## config.mk

```make
export PLATFORM = sky130hd
export DESIGN_NAME = pe_row_scheduler
export DESIGN_NICKNAME = d
export VERILOG_FILES = /design/src/rtl/pe_row_scheduler.sv
export SDC_FILE = /design/constraint.sdc
export NUM_CORES = 1
export LEC_CHECK = 0
export ABC_AREA = 1
export ABC_CLOCK_PERIOD_IN_PS = 1550
export BUFFER_PORTS_ARGS = -buffer_cell sky130_fd_sc_hd__clkbuf_2
export CAP_MARGIN = 5
export CORE_ASPECT_RATIO = 0.8
export CORE_MARGIN = 2
export CORE_UTILIZATION = 45
export CTS_CLUSTER_DIAMETER = 80
export DETAILED_ROUTE_END_ITERATION = 8
export PLACE_DENSITY = 0.78
export SYNTH_ARGS = -nofsm -noshare
export SYNTH_HDL_FRONTEND = slang
export SYNTH_SLANG_ARGS = --single-unit
```

## constraint.sdc

```tcl
create_clock -name clk -period 1.55 [get_ports clk]
set_clock_uncertainty 0.05 [all_clocks]
set_input_delay 0 -clock clk [delete_from_list [all_inputs] [get_ports clk]]
set_output_delay 0 -clock clk [all_outputs]
set_load 0.005 [all_outputs]
```

## src/rtl/pe_row_scheduler.sv

```systemverilog
// pe_row_scheduler: row sequencer for one attention PE.
// Walks the query rows of a tile. Each row issues one Q read, streams NUM_KV
// K/V reads (the last one is marked), then waits for the PE output to be
// accepted by OSRAM. Carries no vector data.
// Optional build macro PE_SCHED_PERF_EN adds the stall_cycles counter port.
module pe_row_scheduler #(
    parameter int NUM_Q     = 64,
    parameter int NUM_KV    = 64,
    parameter int Q_ADDR_W  = (NUM_Q  > 1) ? $clog2(NUM_Q)  : 1,
    parameter int KV_ADDR_W = (NUM_KV > 1) ? $clog2(NUM_KV) : 1
) (
    input  logic                 clk,
    input  logic                 rst,
    input  logic                 start,
    input  logic                 abort,
    output logic                 busy,
    output logic                 done,
    output logic                 q_rd_vld,
    input  logic                 q_rd_rdy,
    output logic [Q_ADDR_W-1:0]  q_rd_addr,
    output logic                 kv_rd_vld,
    input  logic                 kv_rd_rdy,
    output logic [KV_ADDR_W-1:0] kv_rd_addr,
    output logic                 kv_last,
    input  logic                 o_vld,
    input  logic                 o_rdy,
    output logic [Q_ADDR_W-1:0]  o_wr_addr
`ifdef PE_SCHED_PERF_EN
    ,
    output logic [31:0]          stall_cycles
`endif
);

    typedef enum logic [2:0] {
        S_IDLE,
        S_LOAD_Q,
        S_STREAM_KV,
        S_DRAIN,
        S_DONE
    } state_e;

    localparam logic [Q_ADDR_W-1:0]  Q_LAST  = Q_ADDR_W'(NUM_Q - 1);
    localparam logic [KV_ADDR_W-1:0] KV_LAST = KV_ADDR_W'(NUM_KV - 1);

    state_e                state_q, state_d;
    logic [Q_ADDR_W-1:0]   q_cnt_q, q_cnt_d;
    logic [KV_ADDR_W-1:0]  kv_cnt_q, kv_cnt_d;

    // State and row/beat counters.
    // NOTE: sequential state uses non-blocking assignments so every flop
    // samples the pre-edge values regardless of statement order.
    always_ff @(posedge clk or posedge rst) begin
        if (rst) begin
            state_q  <= S_IDLE;
            q_cnt_q  <= '0;
            kv_cnt_q <= '0;
        end else begin
            state_q  <= state_d;
            q_cnt_q  <= q_cnt_d;
            kv_cnt_q <= kv_cnt_d;
        end
    end

    // Next-state and counter update; abort overrides every transition.
    // NOTE: every signal gets a default first, so no path leaves it
    // unassigned and no latch is inferred.
    always_comb begin
        state_d  = state_q;
        q_cnt_d  = q_cnt_q;
        kv_cnt_d = kv_cnt_q;
        if (abort) begin
            state_d  = S_IDLE;
            q_cnt_d  = '0;
            kv_cnt_d = '0;
        end else begin
            unique case (state_q)
                S_IDLE: begin
                    if (start) begin
                        state_d  = S_LOAD_Q;
                        q_cnt_d  = '0;
                        kv_cnt_d = '0;
                    end
                end
                S_LOAD_Q: begin
                    if (q_rd_rdy) state_d = S_STREAM_KV;
                end
                S_STREAM_KV: begin
                    if (kv_rd_rdy) begin
                        if (kv_cnt_q == KV_LAST) begin
                            kv_cnt_d = '0;
                            state_d  = S_DRAIN;
                        end else begin
                            kv_cnt_d = kv_cnt_q + 1'b1;
                        end
                    end
                end
                S_DRAIN: begin
                    // o_vld seen in any other state is a protocol error and is ignored.
                    if (o_vld && o_rdy) begin
                        if (q_cnt_q == Q_LAST) begin
                            state_d = S_DONE;
                        end else begin
                            q_cnt_d = q_cnt_q + 1'b1;
                            state_d = S_LOAD_Q;
                        end
                    end
                end
                S_DONE: begin
                    state_d = S_IDLE;
                    q_cnt_d = '0;
                end
                default: state_d = S_IDLE;
            endcase
        end
    end

    // Outputs decode registered state only; no ready/valid input reaches them.
    assign busy       = (state_q != S_IDLE);
    assign done       = (state_q == S_DONE);
    assign q_rd_vld   = (state_q == S_LOAD_Q);
    assign kv_rd_vld  = (state_q == S_STREAM_KV);
    assign kv_last    = (state_q == S_STREAM_KV) && (kv_cnt_q == KV_LAST);
    assign q_rd_addr  = q_cnt_q;
    assign kv_rd_addr = kv_cnt_q;
    assign o_wr_addr  = q_cnt_q;

`ifdef PE_SCHED_PERF_EN
    logic [31:0] stall_q, stall_d;

    // Saturating count of K/V request cycles refused by the SRAM.
    always_comb begin
        stall_d = stall_q;
        if (abort || (state_q == S_IDLE && start)) begin
            stall_d = '0;
        end else if (state_q == S_STREAM_KV && !kv_rd_rdy && stall_q != '1) begin
            stall_d = stall_q + 32'd1;
        end
    end

    // Stall counter register.
    always_ff @(posedge clk or posedge rst) begin
        if (rst) stall_q <= '0;
        else     stall_q <= stall_d;
    end

    assign stall_cycles = stall_q;
`endif

endmodule

```

Word level (Yosys, flattened, before mapping) --
Cells that the tools add are included.
Operators by class: add/subtract/negate cells 2, equal/unequal tests 12, muxes and demuxes 17, reduce and logical (&&, ||, !) cells 9
Operator list (number):
- $mux W6 | 7
- $mux W3 | 7
- $pmux W6 S3 | 1
- $add A6 B1 Y6 const B | 2
- $eq A6 B6 Y1 const B | 2
- $pmux W3 S4 | 1
- $pmux W6 S2 | 1
- $ne A3 B2 Y1 const B | 3
- $ne A3 B3 Y1 const B | 3
- $eq A3 B2 Y1 const B | 2
- $reduce_bool A3 Y1 | 2
- $reduce_and A5 Y1 | 1
- $reduce_and A4 Y1 | 1
- $reduce_bool A4 Y1 | 1
- $eq A3 B1 Y1 const B | 1
- $eq A3 B3 Y1 const B | 1
- $logic_not A3 Y1 | 1
- $reduce_and A3 Y1 | 1
- $logic_and A1 B1 Y1 | 2
Storage, ports and cells: flip-flop bits (word level) 15, bits of input ports 8, logic and storage cells 43

Depth between registers and ports, before layout --
word-level depth 5, depth in mapped cells 10

Least setup slack after synthesis --
No wires, ideal clock.
path kind register -> register, start register q_cnt_q[0], in the netlist o_wr_addr[0], end register q_cnt_q[3], in the netlist o_wr_addr[3], data arrival time 1285 ps, data required time 1382 ps, setup slack 97 ps, cell stages (with the launch flop) 11, buffers on the path 1, cell sequence dfrtp_1 > ha_1 > nand2_1 > inv_1 > nand4_1 > nand2_1 > nand2_2 > nand2_4 > buf_6 > nand2_2 > o21ai_2
On the way: word-level cells in the longest chain between the ends 5, elaborated cells between the ends (all ways) 8, those cells by class add/sub (1); eq/ne (2); mux (4); reduce/logical (1)
RTL lines:
- start, declared | line 46 | logic [Q_ADDR_W-1:0] q_cnt_q, q_cnt_d;
- start signal, assigned | line 59 | q_cnt_q <= q_cnt_d;
- $add A6 B1 Y6 | line 103 | q_cnt_d = q_cnt_q + 1'b1;
- $mux W6 | line 100 | if (q_cnt_q == Q_LAST) begin
- $mux W6 | line 99 | if (o_vld && o_rdy) begin
- $pmux W6 S3 | line 76 | unique case (state_q)
- $mux W6 | line 71 | if (abort) begin
Parallel ways exist; a longest one is shown, timed or not. The select of a mux whose other input is x is not followed. A chain may end at the register's enable or synchronous reset.

Worst setup path in the final report --
start register kv_cnt_q[0], in the netlist kv_rd_addr[0], end output port kv_last
On the way: word-level cells in the longest chain between the ends 2
RTL lines:
- start, declared | line 47 | logic [KV_ADDR_W-1:0] kv_cnt_q, kv_cnt_d;
- start signal, assigned | line 60 | kv_cnt_q <= kv_cnt_d;
- $eq A6 B6 Y1 | line 122 | assign kv_last = (state_q == S_STREAM_KV) && (kv_cnt_q == KV_LAST);
- $logic_and A1 B1 Y1 | line 122
- end, declared | line 24 | output logic kv_last,
Every way passes these cells.

==> results.yml <==
outcome:
  status: "complete, no violations"
detailed_routing:
  drt_wl_total_um: 2644
  viasPerCell: 5.255
  firstDrtPassIters: 4
  drt-initial-drc-count: 35
  wire_per_inst_um: 12.47
  via_count: 1114
  drt_drc_violations_left: 0
  ant_nets: 0
clock_tree:
  root_buffer: "clkbuf_4"
  clk_pin_slew_ps: 100
  h-tree-depth: 1
  cts-buffers-inserted: 3
  cts_max_path_buffers: 2
  cts_tree: "built"
  clkLatencyLatePin_ps: 300
  cts_sinks: 15
cells_and_area:
  drive_above_1_share_pct: 40.54
  fillCellCount: 236
  area_growth_syn_to_layout_pct: 23.18
  antenna_cells: 0
  fin_cells: 212
  fin_nets: 196
  stdcell_area_sq_um: 1376
pwr:
  leakage_nw: 0.7221
  clockPowerShare_pct: 18.1
  seq_power_share_pct: 36.4
  switchingPower_uw: 600.8
  swShare_pct: 44.20
  p_comb_share_pct: 45.5
  p_int_uw: 758.4
  vdd_drop_max_uv: 549.5
  powerDensity_nw_per_um2: 987.6
yosys:
  synthArstFlopShare_pct: 100.0
  yosys.area.top_type: "dfrtp_1"
  synthFlopType: "dfrtp_1"
  synth_top_area_share_pct: 33.59
  syn_avg_cell_area_sq_um: 7.399
  synth_common_cells: "nand2_1, inv_1, dfrtp_1, nor2_1, nand3_1"
  ys_ff_latch: 15
  syn_nets: 161
  synth_edf_count: 0
  synthCells: 151
  yosysWarningCount: 0
  synth_area_leaders: "dfrtp_1, nand2_1, inv_1, buf_4, nor2_1"
  yosysUniqueCellTypes: 26
  seq_area_frac_synth_pct: 33.59
  synth_most_common_cell: "nand2_1"
  synth_area_sq_um: 1117
floorplanning:
  num_io_pins: 31
  coreArea_sq_um: 2402
  die_y_um: 48.57
  rows: 16
  initial_core_util_pct: 46.51
  die-area_sq_um: 2900
  fp.dieW_um: 59.71
global_route:
  grt_pass1_vias: 1030
  antenna_found_initial: 0
  track_usage_pct: 17.93
  grt.overflow.total: 0
  grt_pass1_wl_um: 4140
  grt_max_degree: 16
min_path:
  hp-class: "in2reg"
  min_from: "abort"
  hold_end: "state_q[2]"
  hold_path_depth: 5
timing:
  tightest_slew_ps: 606.0
  setup_violations: 0
  period_share_pct: 95.50
  drv_slew: 0
  hold_viol_final: 0
  fmax_mhz: 675.6
  relSlewSlack_pct: 59.55
  min_period_ps: 1480
placed_design:
  gp_congestion: 0.8866
  hpwl_um: 1868
  dpl_cell_area_sq_um: 1249
  place_inst: 202
  io_buffers: 30
worst_setup_path:
  cp-end-kind: "output port"
  reg2regPathDepth: 6
  required_ps: 1500
  cp_max_fo: 4
  critical_path_class: "reg2out"
  cp_data_arrival_time_ps: 1430
  worstReg2RegEnd: "kv_rd_addr[4]"
  start_kind: "flop"
  reg2reg_slack_ps: 70
  r2r-start: "state_q[1]"
flow_run:
  cap_violations: 0
[what timing repair did]
item	in CTS	in global routing
hold buffers	1	0
gates cloned	0	0
pin swaps	0	3
setup buffers	0	5
setup endpoints to repair	3	10
hold endpoints to repair	15	0
gates resized for setup	1	12
[critical path, cell delays in order (launching register included)]
cell,delay [ps]
dfrtp_1,400
ha_2,200
nand2_2,80
nor2_4,180
nand2_2,70
nor2_1,80
clkbuf_2,110
[power by group through the flow]
stage / clock network (mW) / logic [mW] / registers (mW)
after floorplan: 0 / 0.494 / 0.452
after global placement: 0 / 0.497 / 0.507
after detailed placement: 0 / 0.515 / 0.508
after CTS: 0.240 / 0.519 / 0.501
after global routing: 0.266 / 0.685 / 0.498
final: 0.247 / 0.618 / 0.494
[stage by stage]
| step | util, % | hold slack, ps | setup TNS (ps) | worst slack (ps) | power (mW) |
|---|---|---|---|---|---|
| after detailed placement | 51.98 | 45.23 | -1.423 | -1.423 | 1.024 |
| after CTS | 53.59 | 87.93 | 0 | 10.70 | 1.261 |
| final | 57.29 | 75.52 | 0 | 69.74 | 1.359 |
| after global placement | 51.98 | 29.19 | 0 | 31.04 | 1.004 |
| after floorplan | - | -148.5 | 0 | 97.15 | 0.9454 |
| after global routing | 57.29 | 108.9 | -9.493 | -9.493 | 1.449 |
[state kept, by name, indices dropped and copies added (netlist names)]
signal      count
kv_rd_addr      6
o_wr_addr       6
state_q         3
[cell families (layout without fill, tap and decap cells)]
family / count (synthesis) / in the layout / synth area share (%)
flip-flops: 15 / 15 / 33.59
adder cells (fa/ha/maj): 2 / 2 / 2.239
buffers and inverters: 32 / 66 / 14.45
AO/OA/AOI/OAI: 21 / 21 / 12.21
AND/OR/NAND/NOR: 81 / 81 / 37.52
[area by class of cell]
| class | count | area, sq um | area share [%] |
|---|---|---|---|
| flip-flops and latches | 15 | 376.6 | 27.36 |
| multi-input cells | 104 | 633.1 | 46.00 |
| well taps | 27 | 33.78 | 2.455 |
| repair buffers | 39 | 220.2 | 16.00 |
| clock buffers | 4 | 26.28 | 1.909 |
| inverters | 23 | 86.33 | 6.273 |
[layout by cell type, fill, tap and decap left out, drive strengths merged]
cell type	n
a21boi	1
a21oi	5
buf	8
clkbuf	34
dfrtp	15
dlygate4sd3	1
ha	2
inv	23
nand2	40
nand3	12
nand4	7
nor2	18
nor3	2
o21ai	14
o21bai	1
or2	2
[worst max-delay path by stage]
stage,start,end,slack [ps]
after floorplan,o_wr_addr[0],o_wr_addr[3],100
after global placement,kv_rd_addr[0],state_q[0],30
after detailed placement,kv_rd_addr[0],state_q[1],-1
after CTS,kv_rd_addr[0],state_q[1],10
after global routing,state_q[1],state_q[1],-9
final,kv_rd_addr[0],kv_last,70
[per-layer routing]
| metal | track usage, % | routed length [um] | vias to the layer above |
|---|---|---|---|
| met5 | 0 | 0 | - |
| met4 | 2.963 | 45 | 0 |
| met3 | 4.813 | 152 | 9 |
| met2 | 28.99 | 1338 | 41 |
| met1 | 24.20 | 1107 | 516 |
| li1 | - | - | 548 |
Note: power is estimated with default switching activity, not from simulation.
